### src/rtl/cpu_mmio_pkg.sv
// Shared definitions for Cpu data-port peripherals: register offsets, MemSize codes,
// UART transmitter state encoding and STATUS bit positions.
package cpu_mmio_pkg;

  localparam logic [3:0] OFF_TXDATA  = 4'h0;
  localparam logic [3:0] OFF_STATUS  = 4'h4;
  localparam logic [3:0] OFF_BAUDDIV = 4'h8;

  localparam logic [2:0] SIZE_B  = 3'b000;
  localparam logic [2:0] SIZE_H  = 3'b001;
  localparam logic [2:0] SIZE_W  = 3'b010;
  localparam logic [2:0] SIZE_BU = 3'b100;
  localparam logic [2:0] SIZE_HU = 3'b101;

  typedef enum logic [2:0] {
    IDLE   = 3'd0,
    START  = 3'd1,
    DATA   = 3'd2,
    PARITY = 3'd3,
    STOP   = 3'd4
  } uart_state_e;

  localparam int STAT_FULL     = 0;
  localparam int STAT_EMPTY    = 1;
  localparam int STAT_BUSY     = 2;
  localparam int STAT_COUNT_LO = 3;
  localparam int STAT_OVERFLOW = 6;

endpackage

### src/rtl/uart_tx_fifo.sv
// Byte FIFO feeding the UART transmitter. A push while full is dropped even when
// the same cycle pops, because fullness is judged on the pre-pop count.
module uart_tx_fifo #(
  parameter int DEPTH = 4
) (
  input  logic                     clk,
  input  logic                     reset,
  input  logic                     push,
  input  logic                     pop,
  input  logic [7:0]               wdata,
  output logic [7:0]               head,
  output logic [$clog2(DEPTH):0]   count,
  output logic                     full,
  output logic                     empty
);

  localparam int AW = $clog2(DEPTH);
  localparam logic [AW:0] FULL_COUNT = DEPTH[AW:0];

  logic [7:0]    mem_q [DEPTH];
  logic [7:0]    mem_d [DEPTH];
  logic [AW-1:0] wr_ptr_q, wr_ptr_d;
  logic [AW-1:0] rd_ptr_q, rd_ptr_d;
  logic [AW:0]   count_q, count_d;
  logic          do_push, do_pop;

  assign full    = (count_q == FULL_COUNT);
  assign empty   = (count_q == '0);
  assign count   = count_q;
  assign head    = mem_q[rd_ptr_q];
  assign do_push = push & ~full;
  assign do_pop  = pop & ~empty;

  always_comb begin
    mem_d    = mem_q;
    wr_ptr_d = wr_ptr_q;
    rd_ptr_d = rd_ptr_q;
    count_d  = count_q;
    if (do_push) begin
      mem_d[wr_ptr_q] = wdata;
      wr_ptr_d        = wr_ptr_q + 1'b1;
    end
    if (do_pop) begin
      rd_ptr_d = rd_ptr_q + 1'b1;
    end
    case ({do_push, do_pop})
      2'b10:   count_d = count_q + 1'b1;
      2'b01:   count_d = count_q - 1'b1;
      default: count_d = count_q;
    endcase
  end

  always_ff @(posedge clk or posedge reset) begin
    if (reset) begin
      mem_q    <= '{default: '0};
      wr_ptr_q <= '0;
      rd_ptr_q <= '0;
      count_q  <= '0;
    end else begin
      mem_q    <= mem_d;
      wr_ptr_q <= wr_ptr_d;
      rd_ptr_q <= rd_ptr_d;
      count_q  <= count_d;
    end
  end

endmodule

### src/rtl/mmio_uart_tx.sv
// Memory-mapped 8N1 UART transmitter on the Cpu data port (TXDATA/STATUS/BAUDDIV).
// Define UART_PARITY_EN to insert an even-parity bit after the data bits.
module mmio_uart_tx
  import cpu_mmio_pkg::*;
#(
  parameter logic [31:0] BASE_ADDR    = 32'h0000_1000,
  parameter int          FIFO_DEPTH   = 4,
  parameter logic [15:0] CLKS_PER_BIT = 16'd16
) (
  input  logic        clk,
  input  logic        reset,
  input  logic        WE,
  input  logic [2:0]  size,
  input  logic [31:0] A,
  input  logic [31:0] WD,
  output logic [31:0] RD,
  output logic        sel,
  output logic        tx
);

  localparam int CW = $clog2(FIFO_DEPTH) + 1;

  uart_state_e state_q, state_d;
  logic [2:0]  bit_idx_q, bit_idx_d, next_idx;
  logic [15:0] cyc_q, cyc_d;
  logic [15:0] div_q, div_d;
  logic [7:0]  shift_q, shift_d;
  logic        tx_q, tx_d;
  logic [15:0] baud_q, baud_d;
  logic        ovf_q, ovf_d;

  logic [3:0]    offset;
  logic          wr_en, push, clr_ovf, baud_we, bit_end, fifo_pop;
  logic [15:0]   div_eff;
  logic [7:0]    fifo_head;
  logic [CW-1:0] fifo_count;
  logic          fifo_full, fifo_empty;
  logic [31:0]   status_word;
  logic          unused_wd_hi;

  assign offset       = A[3:0];
  assign sel          = (A[31:4] == BASE_ADDR[31:4]);
  assign wr_en        = sel & WE;
  assign push         = wr_en & (offset == OFF_TXDATA);
  assign clr_ovf      = wr_en & (offset == OFF_STATUS);
  assign baud_we      = wr_en & (offset == OFF_BAUDDIV) & (size == SIZE_W);
  assign div_eff      = (baud_q == 16'd0) ? 16'd1 : baud_q;
  assign bit_end      = (cyc_q == div_q - 16'd1);
  assign next_idx     = bit_idx_q + 3'd1;
  assign tx           = tx_q;
  assign unused_wd_hi = ^WD[31:16];

  uart_tx_fifo #(.DEPTH(FIFO_DEPTH)) u_fifo (
    .clk   (clk),
    .reset (reset),
    .push  (push),
    .pop   (fifo_pop),
    .wdata (WD[7:0]),
    .head  (fifo_head),
    .count (fifo_count),
    .full  (fifo_full),
    .empty (fifo_empty)
  );

  always_comb begin
    status_word                         = '0;
    status_word[STAT_FULL]              = fifo_full;
    status_word[STAT_EMPTY]             = fifo_empty;
    status_word[STAT_BUSY]              = (state_q != IDLE);
    status_word[STAT_COUNT_LO +: 3]     = 3'(fifo_count);
    status_word[STAT_OVERFLOW]          = ovf_q;
    RD = '0;
    if (sel) begin
      case (offset)
        OFF_STATUS:  RD = status_word;
        OFF_BAUDDIV: RD = {16'h0000, baud_q};
        default:     RD = '0;
      endcase
    end
  end

  // Overflow clears on any STATUS write; a drop can't coincide since it needs a TXDATA write.
  always_comb begin
    baud_d = baud_q;
    ovf_d  = ovf_q;
    if (baud_we) baud_d = WD[15:0];
    if (clr_ovf) ovf_d = 1'b0;
    else if (push & fifo_full) ovf_d = 1'b1;
  end

  // Each bit's length is latched into div_q as the bit begins, so BAUDDIV writes wait for the next bit.
  always_comb begin
    state_d   = state_q;
    bit_idx_d = bit_idx_q;
    cyc_d     = cyc_q;
    div_d     = div_q;
    shift_d   = shift_q;
    tx_d      = tx_q;
    fifo_pop  = 1'b0;
    if (state_q != IDLE) cyc_d = bit_end ? 16'd0 : cyc_q + 16'd1;
    case (state_q)
      IDLE: begin
        if (!fifo_empty) begin
          fifo_pop = 1'b1;
          shift_d  = fifo_head;
          state_d  = START;
          tx_d     = 1'b0;
          cyc_d    = 16'd0;
          div_d    = div_eff;
        end
      end
      START: begin
        if (bit_end) begin
          state_d   = DATA;
          bit_idx_d = 3'd0;
          tx_d      = shift_q[0];
          div_d     = div_eff;
        end
      end
      DATA: begin
        if (bit_end) begin
          div_d     = div_eff;
          bit_idx_d = next_idx;
          if (bit_idx_q == 3'd7) begin
`ifdef UART_PARITY_EN
            state_d = PARITY;
            tx_d    = ^shift_q;
`else
            state_d = STOP;
            tx_d    = 1'b1;
`endif
          end else begin
            tx_d = shift_q[next_idx];
          end
        end
      end
`ifdef UART_PARITY_EN
      PARITY: begin
        if (bit_end) begin
          state_d = STOP;
          tx_d    = 1'b1;
          div_d   = div_eff;
        end
      end
`endif
      STOP: begin
        if (bit_end) begin
          div_d = div_eff;
          if (!fifo_empty) begin
            fifo_pop = 1'b1;
            shift_d  = fifo_head;
            state_d  = START;
            tx_d     = 1'b0;
          end else begin
            state_d = IDLE;
            tx_d    = 1'b1;
          end
        end
      end
      default: begin
        state_d = IDLE;
        tx_d    = 1'b1;
      end
    endcase
  end

  always_ff @(posedge clk or posedge reset) begin
    if (reset) begin
      state_q   <= IDLE;
      bit_idx_q <= 3'd0;
      cyc_q     <= 16'd0;
      div_q     <= 16'd1;
      shift_q   <= 8'h00;
      tx_q      <= 1'b1;
      baud_q    <= CLKS_PER_BIT;
      ovf_q     <= 1'b0;
    end else begin
      state_q   <= state_d;
      bit_idx_q <= bit_idx_d;
      cyc_q     <= cyc_d;
      div_q     <= div_d;
      shift_q   <= shift_d;
      tx_q      <= tx_d;
      baud_q    <= baud_d;
      ovf_q     <= ovf_d;
    end
  end

endmodule
### config.mk
export PLATFORM = sky130hd
export DESIGN_NAME = mmio_uart_tx
export DESIGN_NICKNAME = d
export VERILOG_FILES = /design/src/rtl/cpu_mmio_pkg.sv /design/src/rtl/uart_tx_fifo.sv /design/src/rtl/mmio_uart_tx.sv
export SDC_FILE = /design/constraint.sdc
export NUM_CORES = 1
export LEC_CHECK = 0
export CELL_PAD_IN_SITES_DETAIL_PLACEMENT = 1
export CELL_PAD_IN_SITES_GLOBAL_PLACEMENT = 1
export CORE_MARGIN = 2
export CORE_UTILIZATION = 38
export DETAILED_ROUTE_END_ITERATION = 16
export PLACE_DENSITY = 0.88
export REMOVE_ABC_BUFFERS = 1
export SETUP_SLACK_MARGIN = 0.2
export SYNTH_ARGS = -nofsm -noshare
export SYNTH_HDL_FRONTEND = slang
export SYNTH_HIERARCHICAL = 1
export SYNTH_SLANG_ARGS = --single-unit
### constraint.sdc
create_clock -name clk -period 3.8 [get_ports clk]
set_clock_uncertainty 0.2 [all_clocks]
set_input_delay 0.57 -clock clk [delete_from_list [all_inputs] [get_ports clk]]
set_output_delay 0.57 -clock clk [all_outputs]
set_load 0.03 [all_outputs]
**Word level (Yosys, flattened, before mapping)**

Cells that the tools add are included.

- Register bits: 103
- Logic and storage cells: 117
- Bits of input ports: 70
- Output and inout port bits: 34

- Bitwise logic cells: 12
- Eq/ne operators: 18
- Magnitude comparators: 4
- Muxes and demuxes: 44
- $add $sub $neg: 7
- Reduce and logical (&&, ||, !) cells: 17

Operators by type and width:

| operator | number |
|---|---|
| 16-bit two-way mux | 8 |
| 16-bit one-hot mux with 2 select lines | 2 |
| 8-bit two-way mux | 5 |
| 32-bit bitwise mux | 1 |
| 28-bit by 9-bit equality test with 1-bit output (second input constant) | 1 |
| 3-bit two-way mux | 7 |
| 16-bit by 1-bit adder with 16-bit output (second input constant) | 1 |
| 8-bit binary-select mux with 2-bit select | 1 |
| 8-bit demux with 2-bit select | 1 |
| 16-bit equality test | 1 |
| 16-bit logical NOT | 1 |
| 8-bit one-hot mux with 2 select lines | 1 |
| 16-bit by 1-bit subtractor with 16-bit output (second input constant) | 1 |
| 1-bit two-way mux | 12 |
| 3-bit one-hot mux with 2 select lines | 2 |
| 3-bit one-hot mux with 4 select lines | 1 |
| 2-bit != test (second input constant) | 5 |
| 2-bit nonzero test | 5 |
| 3-bit equality test (second input constant) | 3 |
| 1-bit AND | 8 |
| 3-bit by 1-bit adder with 3-bit output (second input constant) | 2 |
| 3-bit by 2-bit equality test with 1-bit output (second input constant) | 2 |
| 3-bit >= comparator (second input constant) | 2 |
| 3-bit logical NOT | 2 |
| 23 further kinds | 27 |

**Logic depth before layout (Yosys ltp)**

- Depth after elaboration: 7
- Gate-level depth with buffers: 18
- Mapped depth without buffers: 15

**By module**

Netlist, hierarchy kept.

Modules (own cells, without submodules):

| module | times used | seq. area each (um^2) | cells an instance | area an instance (um^2) |
|---|---|---|---|---|
| mmio_uart_tx | 1 | 1605.3 | 402 | 3960.0 |
| uart_tx_fifo | 1 | 975.9 | 115 | 1788.0 |

**Worst setup path before layout**

Ideal clock, no wire load.

- Path type: register to register
- Start: register div_q[0]
- End: register u_fifo.count_q[2] (netlist: u_fifo/count[2])
- Cell stages (with the launch flop): 17
- Buffers on the path: 3
- Setup time: 79 ps
- Data arrival time: 3955 ps
- Required time: 3521 ps
- Path slack: -434 ps
- Period minus slack after synthesis: 4234 ps
- Cell sequence: dfstp_2 clkbuf_1 inv_1 ha_1 clkbuf_1 or4_1 a2111oi_0 o2111a_2 o21a_1 buf_2 o31a_2 ha_1 inv_1 fa_1 xor2_1 nor2_1 xor2_1

- Longest elaborated chain between the ends: 7
- Elaborated cells between the ends (all ways): 9
- Those cells by class: add/sub (1); eq/ne (3); mux (3); bitwise (1); reduce/logical (1)

Ends and longest elaborated chain:

| what | line | source |
|---|---|---|
| start, declared | mmio_uart_tx.sv:26 | `logic [15:0] div_q, div_d;` |
| start signal, assigned | mmio_uart_tx.sv:181 | `div_q <= div_d;` |
| 16-bit by 1-bit subtractor with 16-bit output (*) | mmio_uart_tx.sv:48 | `assign bit_end = (cyc_q == div_q - 16'd1);` |
| 16-bit equality test (*) | mmio_uart_tx.sv:48 |  |
| 1-bit two-way mux (*) | mmio_uart_tx.sv:147 | `if (bit_end) begin` |
| 1-bit one-hot mux with 2 select lines (*) | mmio_uart_tx.sv:101 | `case (state_q)` |
| via fifo_pop | mmio_uart_tx.sv:33 | `logic wr_en, push, clr_ovf, baud_we, bit_end, fifo_pop;` |
| 1-bit AND (*) | uart_tx_fifo.sv:32 | `assign do_pop = pop & ~empty;` |
| via u_fifo.do_pop | uart_tx_fifo.sv:25 | `logic do_push, do_pop;` |
| 2-bit by 1-bit equality test with 1-bit output or 2-bit equality test (tied branches) | uart_tx_fifo.sv:46 | `case ({do_push, do_pop})` |
| 3-bit one-hot mux with 2 select lines or 2-bit nonzero test (tied branches) | - |  |
| end signal, assigned | uart_tx_fifo.sv:63 | `count_q <= count_d;` |
| end, declared | uart_tx_fifo.sv:24 | `logic [AW:0] count_q, count_d;` |

Mark *: on every way through the listed nets, which the timed path passes. The rest lies on a longest branch.
A chain may end at the register's enable or synchronous reset.

**Worst setup path in the final report**

- Start: register div_q[0]
- End: register u_fifo.count_q[2] (netlist: u_fifo/count[2])

- Longest elaborated chain between the ends: 7
- Elaborated cells between the ends (all ways): 9
- Those cells by class: add/sub (1); eq/ne (3); mux (3); bitwise (1); reduce/logical (1)

Ends and longest elaborated chain:

| what | line |
|---|---|
| 16-bit by 1-bit subtractor with 16-bit output (*) | mmio_uart_tx.sv:48 |
| 16-bit equality test (*) | mmio_uart_tx.sv:48 |
| 1-bit two-way mux (*) | mmio_uart_tx.sv:147 |
| 1-bit one-hot mux with 2 select lines (*) | mmio_uart_tx.sv:101 |
| 1-bit AND (*) | uart_tx_fifo.sv:32 |
| via u_fifo.do_pop | uart_tx_fifo.sv:25 |
| 2-bit by 1-bit equality test with 1-bit output or 2-bit equality test (tied branches) | uart_tx_fifo.sv:46 |
| 3-bit one-hot mux with 2 select lines or 2-bit nonzero test (tied branches) | - |

Marked as above.

==> flow_results.org <==
** Outcome
- Status :: complete, but fails checks
- Violations in the final reports :: setup timing

** Timing
- Setup repair after global routing could not meet its margin everywhere.
- In the finished design, the share of the clock period the worst path needs comes to 101%.
- At the pin with the least slew margin, the transition time is 0.666 ns.
- The final number of hold-violating endpoints came to 0.
- The routed design could run at a clock period as short as 3.83 ns.
- After layout, the worst setup slack is -0.0310 ns.
- # setup viols final :: 1
- Highest Clock Rate :: 0.261 GHz
- Setup total negative slack :: -0.0310 ns
- Measured against its own limit, the worst slew margin works out to 55.6%.
- Worst Hold Slack :: 0.290 ns
- Number of pins with negative max-slew slack in the final report :: 0

** Setup path
- At the worst endpoint, the required time is 3.87 ns.
- Kind of start point of the critical path :: flop
- Cell chain of the critical path :: inv_2 > ha_4 > buf_4 > o21ba_1 > a22oi_2 > o32ai_2 > nor4_4 > o2111a_2 > o21a_1 > o31a_2 > ha_4 > inv_2 > fa_2 > xor2_1 > nor2_1 > xor2_1
- Cell with the largest stage delay on the worst path :: sky130_fd_sc_hd__dfstp_2
- The critical path is of the reg2reg type.
- Data arrival time at the worst-slack endpoint :: 3.90 ns
- The worst setup path is captured at a flop.
- Max Fanout on Critical Path :: 6
- The largest single stage delay on the critical path is 0.55 ns.

** Floorplan
- Die width :: 127 µm
- Std-Cell Rows :: 44
- Die Ht :: 127 µm
- For this design the top-level I/O count stands at 104.
- The floorplan step defined a die boundary enclosing 16100 µm².
- Core Footprint :: 14600 µm²
- Starting Density :: 39.3%

** Synth
- Number of enable flip-flop cells after synthesis :: 0
- Proportion of synthesized flip-flops having asynchronous set or reset :: 100%
- Syn Inst Count :: 517
- Mapped cell area :: 5750 µm²
- Leading post-synthesis cells by cell area :: sky130_fd_sc_hd__dfrtp_1, sky130_fd_sc_hd__mux2_1, sky130_fd_sc_hd__mux2_2
- Share of the yosys chip area belonging to registers :: 44.9%
- Ys flop type :: sky130_fd_sc_hd__dfrtp_1
- Summed over its instances, the top area cell type makes up 43.5% of the synthesized netlist area.
- Most area-hungry cell type in the Yosys netlist :: sky130_fd_sc_hd__dfrtp_1
- The Yosys step of the flow raised 6 warnings.
- After synthesis the netlist holds a flip-flop and latch count of 103.
- Mean cell area of the mapped netlist :: 11.1 µm²
- In this run, distinct cell masters in the synthesized netlist total 71.

** Cells and area
- Compared with the post-synthesis result, the final layout area differs by 25.1%.
- Final nets :: 689
- Count of placed standard cells in the final layout, fillers left out :: 798
- Leaving out fill and tap cells, the most frequent cell in the layout is sky130_fd_sc_hd__dfrtp_1.
- Post-layout util :: 49.1%
- 0 antenna diodes ended up in the layout.
- Share of layout cells above drive strength 1 :: 22.3%
- Top library cells by usage in the layout, fill and taps aside :: sky130_fd_sc_hd__dfrtp_1, sky130_fd_sc_hd__clkdlybuf4s50_1, sky130_fd_sc_hd__buf_4

** Route
- The pre-antenna-repair detailed-routing pass consisted of 4 iterations.
- Via count :: 4707
- DRC marker count from the first detailed-route iteration :: 323
- Routed length per instance :: 23.4 µm
- Number of nets with antenna violations after detailed routing :: 0
- Using the TritonRoute via totals, the vias-per-cell ratio works out to 5.90.
- DRC Markers :: 0
- After detailed routing, the total wire length is 18700 µm.

** GRT
- Global-route wire length before repair :: 29400 µm
- Pin count of the biggest net entering global routing :: 37
- Across every metal layer, demand over resource in global routing totals 23.5%.
- Global-route congestion overflow total :: 0
- Initial antenna violation count :: 0
- Number of global-route vias before repair :: 5227

** Clock tree
- Clock-pin slew reported for the worst setup and hold paths after clock tree synthesis :: 0.08 ns
- The longest clock path from root to sink contains 2 buffers.
- Clock latency at the later pin of the worst-skew pair :: 0.36 ns
- TritonCTS Sinks :: 103
- TritonCTS built the clock tree.
- The tree is rooted in a sky130_fd_sc_hd__clkbuf_16.
- The number of clock buffers added by TritonCTS is 9.
- The H-tree was split into 3 levels.

** Pwr
- For this design the static power due to leakage is 3.45 nW.
- The worst-case IR drop observed on VDD is 0.246 mV.
- Power Dens Cells :: 315 nW/µm²

** Place
- Detailed-placement wirelength estimate :: 12300 µm
- During placement, the flow inserted port buffers numbering 71.
- In this run, placement finished with an instance count of 776.
- Worst Setup Slack post-DPL :: -0.188 ns
- The congestion estimate from routability-driven global placement came to 0.829.

** Run
- The tool flagged a number of max-cap violations equal to 0.

** Hold path
- Type of the tightest min-delay check :: reg2reg
[metrics by stage]
| stage | power (mW) | cell area [µm²] |
|---|---|---|
| finish | 2.27 | 7190 |
| global route | 2.33 | 7190 |
| CTS | 2.28 | 7130 |
| detailed placement | 1.28 | 6720 |
| global placement | 1.27 | 6720 |
| floorplan | 1.19 | 5570 |
[worst max-delay path, delay by kind of cell (launching register included)]
| kind | cells | cell delay [ns] |
|---|---|---|
| AO/OA/AOI/OAI | 6 | 1.30 |
| adder cells (fa/ha/maj) | 3 | 0.66 |
| flip-flops | 1 | 0.55 |
| buffers and inverters | 3 | 0.24 |
| AND/OR/NAND/NOR | 2 | 0.48 |
| XOR/XNOR | 2 | 0.32 |
[cells in the mapped netlist (4+ instances only)]
library cell,count
sky130_fd_sc_hd__a211oi_1,4
sky130_fd_sc_hd__dfrtp_1,100
sky130_fd_sc_hd__ha_1,9
sky130_fd_sc_hd__and3_1,5
sky130_fd_sc_hd__inv_1,15
sky130_fd_sc_hd__buf_4,17
sky130_fd_sc_hd__a21oi_1,11
sky130_fd_sc_hd__and2_1,10
sky130_fd_sc_hd__o211ai_1,5
sky130_fd_sc_hd__xor2_1,21
sky130_fd_sc_hd__nand4_1,5
sky130_fd_sc_hd__mux2_1,39
sky130_fd_sc_hd__or4_1,4
sky130_fd_sc_hd__nand3_1,14
sky130_fd_sc_hd__clkbuf_1,14
sky130_fd_sc_hd__o21ai_0,7
sky130_fd_sc_hd__mux2_2,33
sky130_fd_sc_hd__xnor2_1,18
sky130_fd_sc_hd__buf_2,5
sky130_fd_sc_hd__nor4_1,12
sky130_fd_sc_hd__a22oi_1,8
sky130_fd_sc_hd__nor3_1,12
sky130_fd_sc_hd__mux4_2,10
sky130_fd_sc_hd__nor2_1,35
sky130_fd_sc_hd__or3_1,5
sky130_fd_sc_hd__nor2_2,4
sky130_fd_sc_hd__nand2_1,24
[cell families (layout without fill, tap and decap cells)]
family                     after synthesis  after routing  synth area share [%]
AOI/OAI and AO/OA                       69             69                  8.82
xor gates and xnor gates                40             40                  6.33
adders and majority gates               10             10                  2.31
buffers and inverters                   59            141                  5.22
DFF                                    103            103                  44.9
muxes                                   85             85                  18.5
other                                    1             16                0.0652
and+or+nand+nor                        150            150                  13.8
[metal layers]
metal / vias to the layer above / share of wire, % / global-route usage, % / wire [µm]
met5: - / 0 / 0 / 0
met4: 0 / 3.8 / 10.3 / 708
met3: 61 / 5.5 / 3.73 / 1030
met2: 242 / 52 / 42.5 / 9660
met1: 2397 / 39 / 27.5 / 7250
li1: 2007 / - / - / -
[cell type report]
| type | count | area [µm²] |
|---|---|---|
| fillers | 1577 | 7450 |
| flip-flops and latches | 103 | 2580 |
| clock inverters | 6 | 86.3 |
| repair buffers | 107 | 975 |
| clock buffers | 10 | 239 |
| well taps | 184 | 230 |
| inverters | 18 | 67.6 |
| multi-input cells | 370 | 3010 |
[timing repair]
item | in CTS | in global routing
hold buffers | 0 | 0
buffers inserted | 2 | 4
hold endpoints to repair | 0 | 0
pin swaps | 9 | 2
endpoints found under the setup margin | 17 | 31
gates resized for setup | 15 | 11
[state kept, by name (all words and copies together) (netlist names), 3 cells and up]
register and count:
u_fifo/count 3, shift_q 8, baud_q 16, bit_idx_q 3, state_q 3, u_fifo/mem_q 32, div_q 16, cyc_q 16
[power breakdown]
part           internal [mW]  total (mW)  switching, mW
clock network          0.548        1.01          0.460
logic                 0.0671       0.154         0.0868
registers               1.10        1.10        0.00539
total                   1.71        2.27          0.553
[worst paths after layout]
check,start,to,slack (ns),cells after the start
hold / removal,shift_q[6]$_DFFE_PP0P_,shift_q[6]$_DFFE_PP0P_,0.29,1
hold reg to reg,shift_q[6]$_DFFE_PP0P_,shift_q[6]$_DFFE_PP0P_,0.29,1
min in group asynchronous,reset,u_fifo/count[0]$_DFFE_PP0P_,0.31,2
setup / recovery,div_q[0]$_DFFE_PP1P_,u_fifo/count[2]$_DFFE_PP0P_,-0.03,16
setup reg to reg,div_q[0]$_DFFE_PP1P_,u_fifo/count[2]$_DFFE_PP0P_,-0.03,16
max in group asynchronous,reset,div_q[0]$_DFFE_PP1P_,2.28,3
(Power assumes the default switching activity.)
